### config.mk
export PLATFORM = sky130hd
export DESIGN_NAME = mem_stage
export DESIGN_NICKNAME = d
export VERILOG_FILES = /design/src/rtl/mem_stage.sv
export SDC_FILE = /design/constraint.sdc
export NUM_CORES = 1
export LEC_CHECK = 0
export CORE_AREA = 2 2 235 237
export CTS_BUF_LIST = sky130_fd_sc_hd__clkbuf_8
export DETAILED_ROUTE_END_ITERATION = 16
export DIE_AREA = 0 0 237 239
export PLACE_DENSITY = 0.62
export SLEW_MARGIN = 20
export SYNTH_ARGS = -nofsm -noshare
export SYNTH_HDL_FRONTEND = slang
export SYNTH_SLANG_ARGS = --single-unit
### constraint.sdc
create_clock -name clk -period 1.91 [get_ports clk]
set_input_delay 0.382 -clock clk [delete_from_list [all_inputs] [get_ports clk]]
set_output_delay 0.382 -clock clk [all_outputs]
set_load 0.005 [all_outputs]
### src/rtl/mem_stage.sv
// Pipeline MEM stage: EX/MEM register, data-memory handshake FSM with timeout, MEM/WB register.
// Latency: one edge from EX/MEM capture to the W outputs, plus one edge per memory wait cycle.
// Backpressure: stall_M freezes EX/MEM and bubbles MEM/WB while an access waits or after a timeout.
module mem_stage #(
  parameter int N        = 64,
  parameter int MAX_WAIT = 15
) (
  input  logic         clk,
  input  logic         reset,
  input  logic         en_E,
  input  logic [N-1:0] PCBranch_E,
  input  logic [N-1:0] aluResult_E,
  input  logic [N-1:0] writeData_E,
  input  logic         zero_E,
  input  logic         Branch_E,
  input  logic         MemRead_E,
  input  logic         MemWrite_E,
  input  logic         RegWrite_E,
  input  logic         MemtoReg_E,
  input  logic [4:0]   rd_E,
  output logic         dm_req,
  output logic         dm_we,
  output logic [N-1:0] dm_addr,
  output logic [N-1:0] dm_wdata,
  input  logic [N-1:0] dm_rdata,
  input  logic         dm_ack,
  output logic         stall_M,
  output logic         PCSrc_M,
  output logic [N-1:0] PCBranch_M,
  output logic         valid_W,
  output logic         RegWrite_W,
  output logic         MemtoReg_W,
  output logic [N-1:0] readData_W,
  output logic [N-1:0] aluResult_W,
  output logic [4:0]   rd_W,
  output logic         memError_M
);

  localparam int CW = (MAX_WAIT < 1) ? 1 : $clog2(MAX_WAIT + 1);

  typedef struct packed {
    logic         valid;
    logic         branch;
    logic         zero;
    logic         mem_read;
    logic         mem_write;
    logic         reg_write;
    logic         mem_to_reg;
    logic [4:0]   rd;
    logic [N-1:0] pc_branch;
    logic [N-1:0] alu_result;
    logic [N-1:0] write_data;
  } ex_mem_t;

  typedef struct packed {
    logic         valid;
    logic         reg_write;
    logic         mem_to_reg;
    logic [4:0]   rd;
    logic [N-1:0] alu_result;
    logic [N-1:0] read_data;
  } mem_wb_t;

  typedef enum logic [1:0] {
    S_IDLE  = 2'd0,
    S_WAIT  = 2'd1,
    S_ERROR = 2'd2
  } state_t;

  ex_mem_t         ex_mem_d, ex_mem_q;
  mem_wb_t         mem_wb_d, mem_wb_q;
  state_t          state_q, state_d;
  logic [CW-1:0]   wait_cnt_q, wait_cnt_d;
  logic            mem_op;
  logic            access_done;

  // A taken branch in MEM squashes whatever execute is presenting this cycle.
  always_comb begin
    ex_mem_d = '0;
    if (en_E && !PCSrc_M) begin
      ex_mem_d.valid      = 1'b1;
      ex_mem_d.branch     = Branch_E;
      ex_mem_d.zero       = zero_E;
      ex_mem_d.mem_read   = MemRead_E;
      ex_mem_d.mem_write  = MemWrite_E;
      ex_mem_d.reg_write  = RegWrite_E;
      ex_mem_d.mem_to_reg = MemtoReg_E;
      ex_mem_d.rd         = rd_E;
      ex_mem_d.pc_branch  = PCBranch_E;
      ex_mem_d.alu_result = aluResult_E;
      ex_mem_d.write_data = writeData_E;
    end
  end

  always_ff @(posedge clk or negedge reset) begin
    if (!reset) begin
      ex_mem_q <= '0;
    end else if (!stall_M) begin
      ex_mem_q <= ex_mem_d;
    end
  end

  assign mem_op     = ex_mem_q.valid & (ex_mem_q.mem_read | ex_mem_q.mem_write);
  assign PCSrc_M    = ex_mem_q.valid & ex_mem_q.branch & ex_mem_q.zero;
  assign PCBranch_M = ex_mem_q.pc_branch;

  always_ff @(posedge clk or negedge reset) begin
    if (!reset) begin
      state_q    <= S_IDLE;
      wait_cnt_q <= '0;
    end else begin
      state_q    <= state_d;
      wait_cnt_q <= wait_cnt_d;
    end
  end

  // The counter sits at zero in IDLE, so it is already cleared on entry to WAIT.
  always_comb begin
    state_d    = state_q;
    wait_cnt_d = wait_cnt_q;
    case (state_q)
      S_IDLE: begin
        wait_cnt_d = '0;
        if (mem_op && !dm_ack) begin
          state_d = S_WAIT;
        end
      end
      S_WAIT: begin
        if (dm_ack) begin
          state_d = S_IDLE;
        end else if (wait_cnt_q == CW'(MAX_WAIT)) begin
          state_d = S_ERROR;
        end else begin
          wait_cnt_d = wait_cnt_q + CW'(1);
        end
      end
      S_ERROR: begin
        state_d = S_ERROR;
      end
      default: begin
        state_d    = S_IDLE;
        wait_cnt_d = '0;
      end
    endcase
  end

  always_comb begin
    dm_req      = 1'b0;
    stall_M     = 1'b0;
    memError_M  = 1'b0;
    access_done = 1'b0;
    case (state_q)
      S_IDLE: begin
        dm_req      = mem_op;
        access_done = mem_op & dm_ack;
        stall_M     = mem_op & ~dm_ack;
      end
      S_WAIT: begin
        dm_req      = 1'b1;
        access_done = dm_ack;
        stall_M     = ~dm_ack;
      end
      S_ERROR: begin
        stall_M    = 1'b1;
        memError_M = 1'b1;
      end
      default: begin
        dm_req = 1'b0;
      end
    endcase
  end

  assign dm_we    = dm_req & ex_mem_q.mem_write;
  assign dm_addr  = dm_req ? ex_mem_q.alu_result : '0;
  assign dm_wdata = dm_req ? ex_mem_q.write_data : '0;

  always_comb begin
    mem_wb_d = '0;
    if (!stall_M) begin
      mem_wb_d.valid      = ex_mem_q.valid;
      mem_wb_d.reg_write  = ex_mem_q.reg_write;
      mem_wb_d.mem_to_reg = ex_mem_q.mem_to_reg;
      mem_wb_d.rd         = ex_mem_q.rd;
      mem_wb_d.alu_result = ex_mem_q.alu_result;
      mem_wb_d.read_data  = (access_done && ex_mem_q.mem_read) ? dm_rdata : '0;
    end
  end

  always_ff @(posedge clk or negedge reset) begin
    if (!reset) begin
      mem_wb_q <= '0;
    end else begin
      mem_wb_q <= mem_wb_d;
    end
  end

  assign valid_W     = mem_wb_q.valid;
  assign RegWrite_W  = mem_wb_q.reg_write;
  assign MemtoReg_W  = mem_wb_q.mem_to_reg;
  assign rd_W        = mem_wb_q.rd;
  assign aluResult_W = mem_wb_q.alu_result;
  assign readData_W  = mem_wb_q.read_data;

endmodule
==> metrics list <==
- The largest single stage delay on the critical path is 490 ps.
- The finished layout holds 2,540 standard cells, fillers aside.
- In this design, the largest share of critical-path delay is due to buffers and inverters.
- After floorplanning, the core was sized to cover 54,340 um2.
* Critical path startpoint: state_q[0]$_DFFE_PN0P_
* Synthesized area per cell: 12.41 um2
- Reg2Reg Launch Point: ex_mem_q[199]$_DFFE_PN0N_
- Adder and majority gate portion of the synthesized area: 0.0008299
* Synth warnings: 0
* Clock latency on the worst-skew pair: 640 ps
- From bottom edge to top edge, the die measures 239 um.
- Clock tree from TritonCTS: yes
* Crit path buf inv count: 4
- The net count of the finished layout is 2,062.
- Count of distinct cell types in the synthesized netlist: 28
* Worst reg-to-reg path cell count: 8
- Register Area: 8660 um2
- The tree built by TritonCTS fans out to 346 sinks.
- Post-DP HPWL: 32.19 mm
- In the final routed layout, each cell accounts on average for 18.87 um.
- Clk slew on worst S/H paths: 60 ps
- Arrival time at the worst endpoint: 2280 ps
- In the post-synthesis netlist, the biggest area contributors are sky130_fd_sc_hd__dfrtp_1 57%, sky130_fd_sc_hd__mux2_2 15%, sky130_fd_sc_hd__and2_1 11%.
- STA classifies the critical path startpoint as a flip-flop.
- The number of global-route vias before repair came to 11,820.
- Entering global routing, the biggest net connects 96 pins.
- Counting the buffers created by CTS gives 60.
- Worst EP required: 1530 ps
- Fill cells in the final layout number 5,085.
* Worst vdd ir: 506.9 uV
* Number of cells on the worst hold path: 3
* Worst Skew: 24.71 ps
* Count of flip-flops with a built-in enable after synthesis: 0
* Xor and xnor fraction of the mapped netlist area: 0.0005809
- Ranked by instance count, the synthesized netlist is headed by 346 x sky130_fd_sc_hd__dfrtp_1, 265 x sky130_fd_sc_hd__and2_1, 203 x sky130_fd_sc_hd__and3_1, 203 x sky130_fd_sc_hd__mux2_2, 70 x sky130_fd_sc_hd__clkbuf_1.
* Detailed-route DRC error count: 0
- Once routing completed, OpenROAD measured the worst setup slack at -753.9 ps.
- Pleak: 11.63 nW
- Synthesis produced a netlist whose cell count is 1,215.
- The critical path runs through a total of 6 cells.
* Total power density per cell area: 881.0 nW/um2
- Status: complete, but fails checks
* Buffer cell driving the clock tree root: sky130_fd_sc_hd__clkbuf_8
- Antenna-violating nets left: 0
- Of the cells placed in the final design, the portion with a size suffix greater than 1 is 0.2635.
- Compound-cell area share of the yosys netlist: 0.006639
- Of all nets on the critical path, the largest fanout is 27.
* Predominant post-synthesis flop cell: sky130_fd_sc_hd__dfrtp_1
- The routed layout has 11,239 vias.
- The placed instances occupy a cell area of 21,610 um2.
* Longest Clk Path Bufs: 3
* Routability Congestion: 0.8029
- Measured slew at the worst slew-check pin: 466.4 ps
* Relative slew margins: 0.6891
- In the final layout, the multi-input gates occupy 5565 um2.
* Max-cap violation count: 0
* Number of failing hold endpoints at the final stage: 0
* Share of synthesized area spent on multiplexers: 0.1543
* Die Outline Area: 56,640 um2
* Most repeated cell in the gate-level netlist after synthesis: sky130_fd_sc_hd__dfrtp_1
- Of the total synthesized cell area, the portion taken by AND, OR, NAND and NOR gates is 0.1998.
* Layout Cell Area excl Fill: 23,070 um2
- Total negative slack for setup checks: -113,430 ps
- Highest achievable clock rate: 0.3754 GHz
- I/O Buffers: 603
* Violated checks: negative setup slack
- The share of synthesized area in the top cell type comes to 0.5743.
- CTS built an H-tree with a depth of 2.
- The first global-routing pass estimated 69.53 mm of wire.
- I/O pin count: 604
* Overall routing resource usage: 0.1576
- Starting density of the core: 0.2775
* Async set-or-reset flop fraction in the synthesized netlist: 1.000
* Sequential-to-total area share from yosys stat: 0.5743
- By area, the combinational part of the netlist is dominated by simple AND/OR/NAND/NOR gates.
- The final-report max-slew violation count was 0.
* Final setup violating endpoints: 403
* Vias per std cell: 4.425
- In this run, placement finished with an instance count of 2,406.
- In this run the most critical hold path is launched from en_E.
* Critical Path End Type: output port
- Of the available clock period, the critical path in the final layout requires 1.395.
- In this run the core area contains 86 standard-cell rows.
- Synthesis-to-finish area growth: 53.00%
- Counting I/O delays and the setup requirement, the final critical path takes 2664 ps.
* Setup repair after global routing missed its margin: true
- Number of iterations in the first detailed-routing pass: 4
* Number of antenna violations at the first check in global routing: 3
- GRT Residual Overflow: 0
- After detailed routing, the total wire length is 47.92 mm.
- Library cell contributing the largest single delay on the critical path: sky130_fd_sc_hd__clkdlybuf4s50_1
- The number of nets handed over by synthesis was 1,487.
* Die Width: 237 um
- Critical path cell sequence: inv_2 > a21oi_4 > buf_12 > buf_16 > and2_1 > clkdlybuf4s50_1
- The synthesized netlist occupies a cell area of 15,080 um2.
- Summed over all instances, the cell type with the most area after synthesis is sky130_fd_sc_hd__dfrtp_1.
- 1st-iter DRT viols: 432
- Flops & latches, synth: 346
- CP Class: reg -> out
- Worst hold-check path type: in -> reg
layer usage:
metal  track usage  wire length [um]
met1        0.1905             19520
met3       0.04423              3239
met2        0.2691             23970
met4       0.05504              1187
met5             0                 0
through the flow:
stage	hold slack [ps]	utilization	setup WS [ps]	power, mW
2_1_floorplan	86.41	-	203.8	10.56
3_3_place_gp	309.0	0.3976	-422.7	13.18
3_5_place_dp	311.2	0.3976	-460.4	13.24
4_1_cts	32.94	0.4221	-871.9	20.52
5_1_grt	80.64	0.4245	-886.5	21.36
6_report	103.7	0.4245	-753.9	20.32
worst paths after layout:
path                                              end  slack, ps
max                                       dm_wdata[3]       -750
min                         ex_mem_q[203]$_DFFE_PN0N_        100
max reg2reg                PCBranch_M[33]$_DFFE_PN0N_       -310
min reg2reg                      RegWrite_W$_DFF_PN0_        480
max in group asynchronous    readData_W[26]$_DFF_PN0_        850
min in group asynchronous    ex_mem_q[79]$_DFFE_PN0N_        250
worst reg2reg max path, delay by kind of cell (launching register included):
family	cells	cell delay (ps)
multiplexers	1	380
flip-flops	1	400
buffers and inverters	5	870
AO/OA/AOI/OAI	2	440
layout make-up:
class | instances | area share
sequential | 346 | 0.3754
timing repair buffer | 672 | 0.2907
multi-input combinational | 706 | 0.2413
clock buffer | 76 | 0.04535
tap | 704 | 0.03819
clock inverter | 29 | 0.007865
inverter | 4 | 0.0008679
antenna | 3 | 0.0003255
state kept, by name, indices dropped and copies added (netlist names):
signal,cells
MemtoReg_W,1
valid_W,1
ex_mem_q,140
state_q,2
readData_W,64
rd_W,5
PCBranch_M,64
wait_cnt_q,4
aluResult_W,64
RegWrite_W,1
power by group:
| part | internal, mW | total, mW | switching [mW] |
|---|---|---|---|
| logic | 2.99 | 4.91 | 1.92 |
| registers | 8.12 | 8.52 | 0.398 |
| clock network | 3.81 | 6.89 | 3.08 |
| total | 14.9 | 20.3 | 5.40 |
layout by cell type, fill, tap and decap left out, drive strengths merged, types with 2 or more instances in the layout:
master	instances
nand2b	2
mux2	203
clkinv	7
dlygate4sd2	4
dlymetal6s2s	30
clkinvlp	3
inv	21
nor2	2
buf	118
nand2	6
o31ai	2
bufinv	2
nor2b	2
o21ai	5
clkbuf	113
nand3	2
clkdlybuf4s15	6
clkdlybuf4s50	476
and3	203
mux2i	4
and2	265
diode	3
dfrtp	346
cell families after synthesis:
family / count (synthesis)
AOI/OAI and AO/OA: 13
xor gates and xnor gates: 1
adders and majority gates: 1
buffers and inverters: 163
DFF: 346
muxes: 207
and+or+nand+nor: 484
timing repair:
item / 4_1_cts / 5_1_grt
resized for setup: 233 / 139
buffers inserted: 14 / 3
hold buffers: 1 / 0
cloned: 3 / 6
endpoints found under the setup margin: 519 / 594
endpoints found under the hold margin: 146 / 0
pin swaps: 7 / 5
Note: power is estimated with default switching activity, not from simulation.
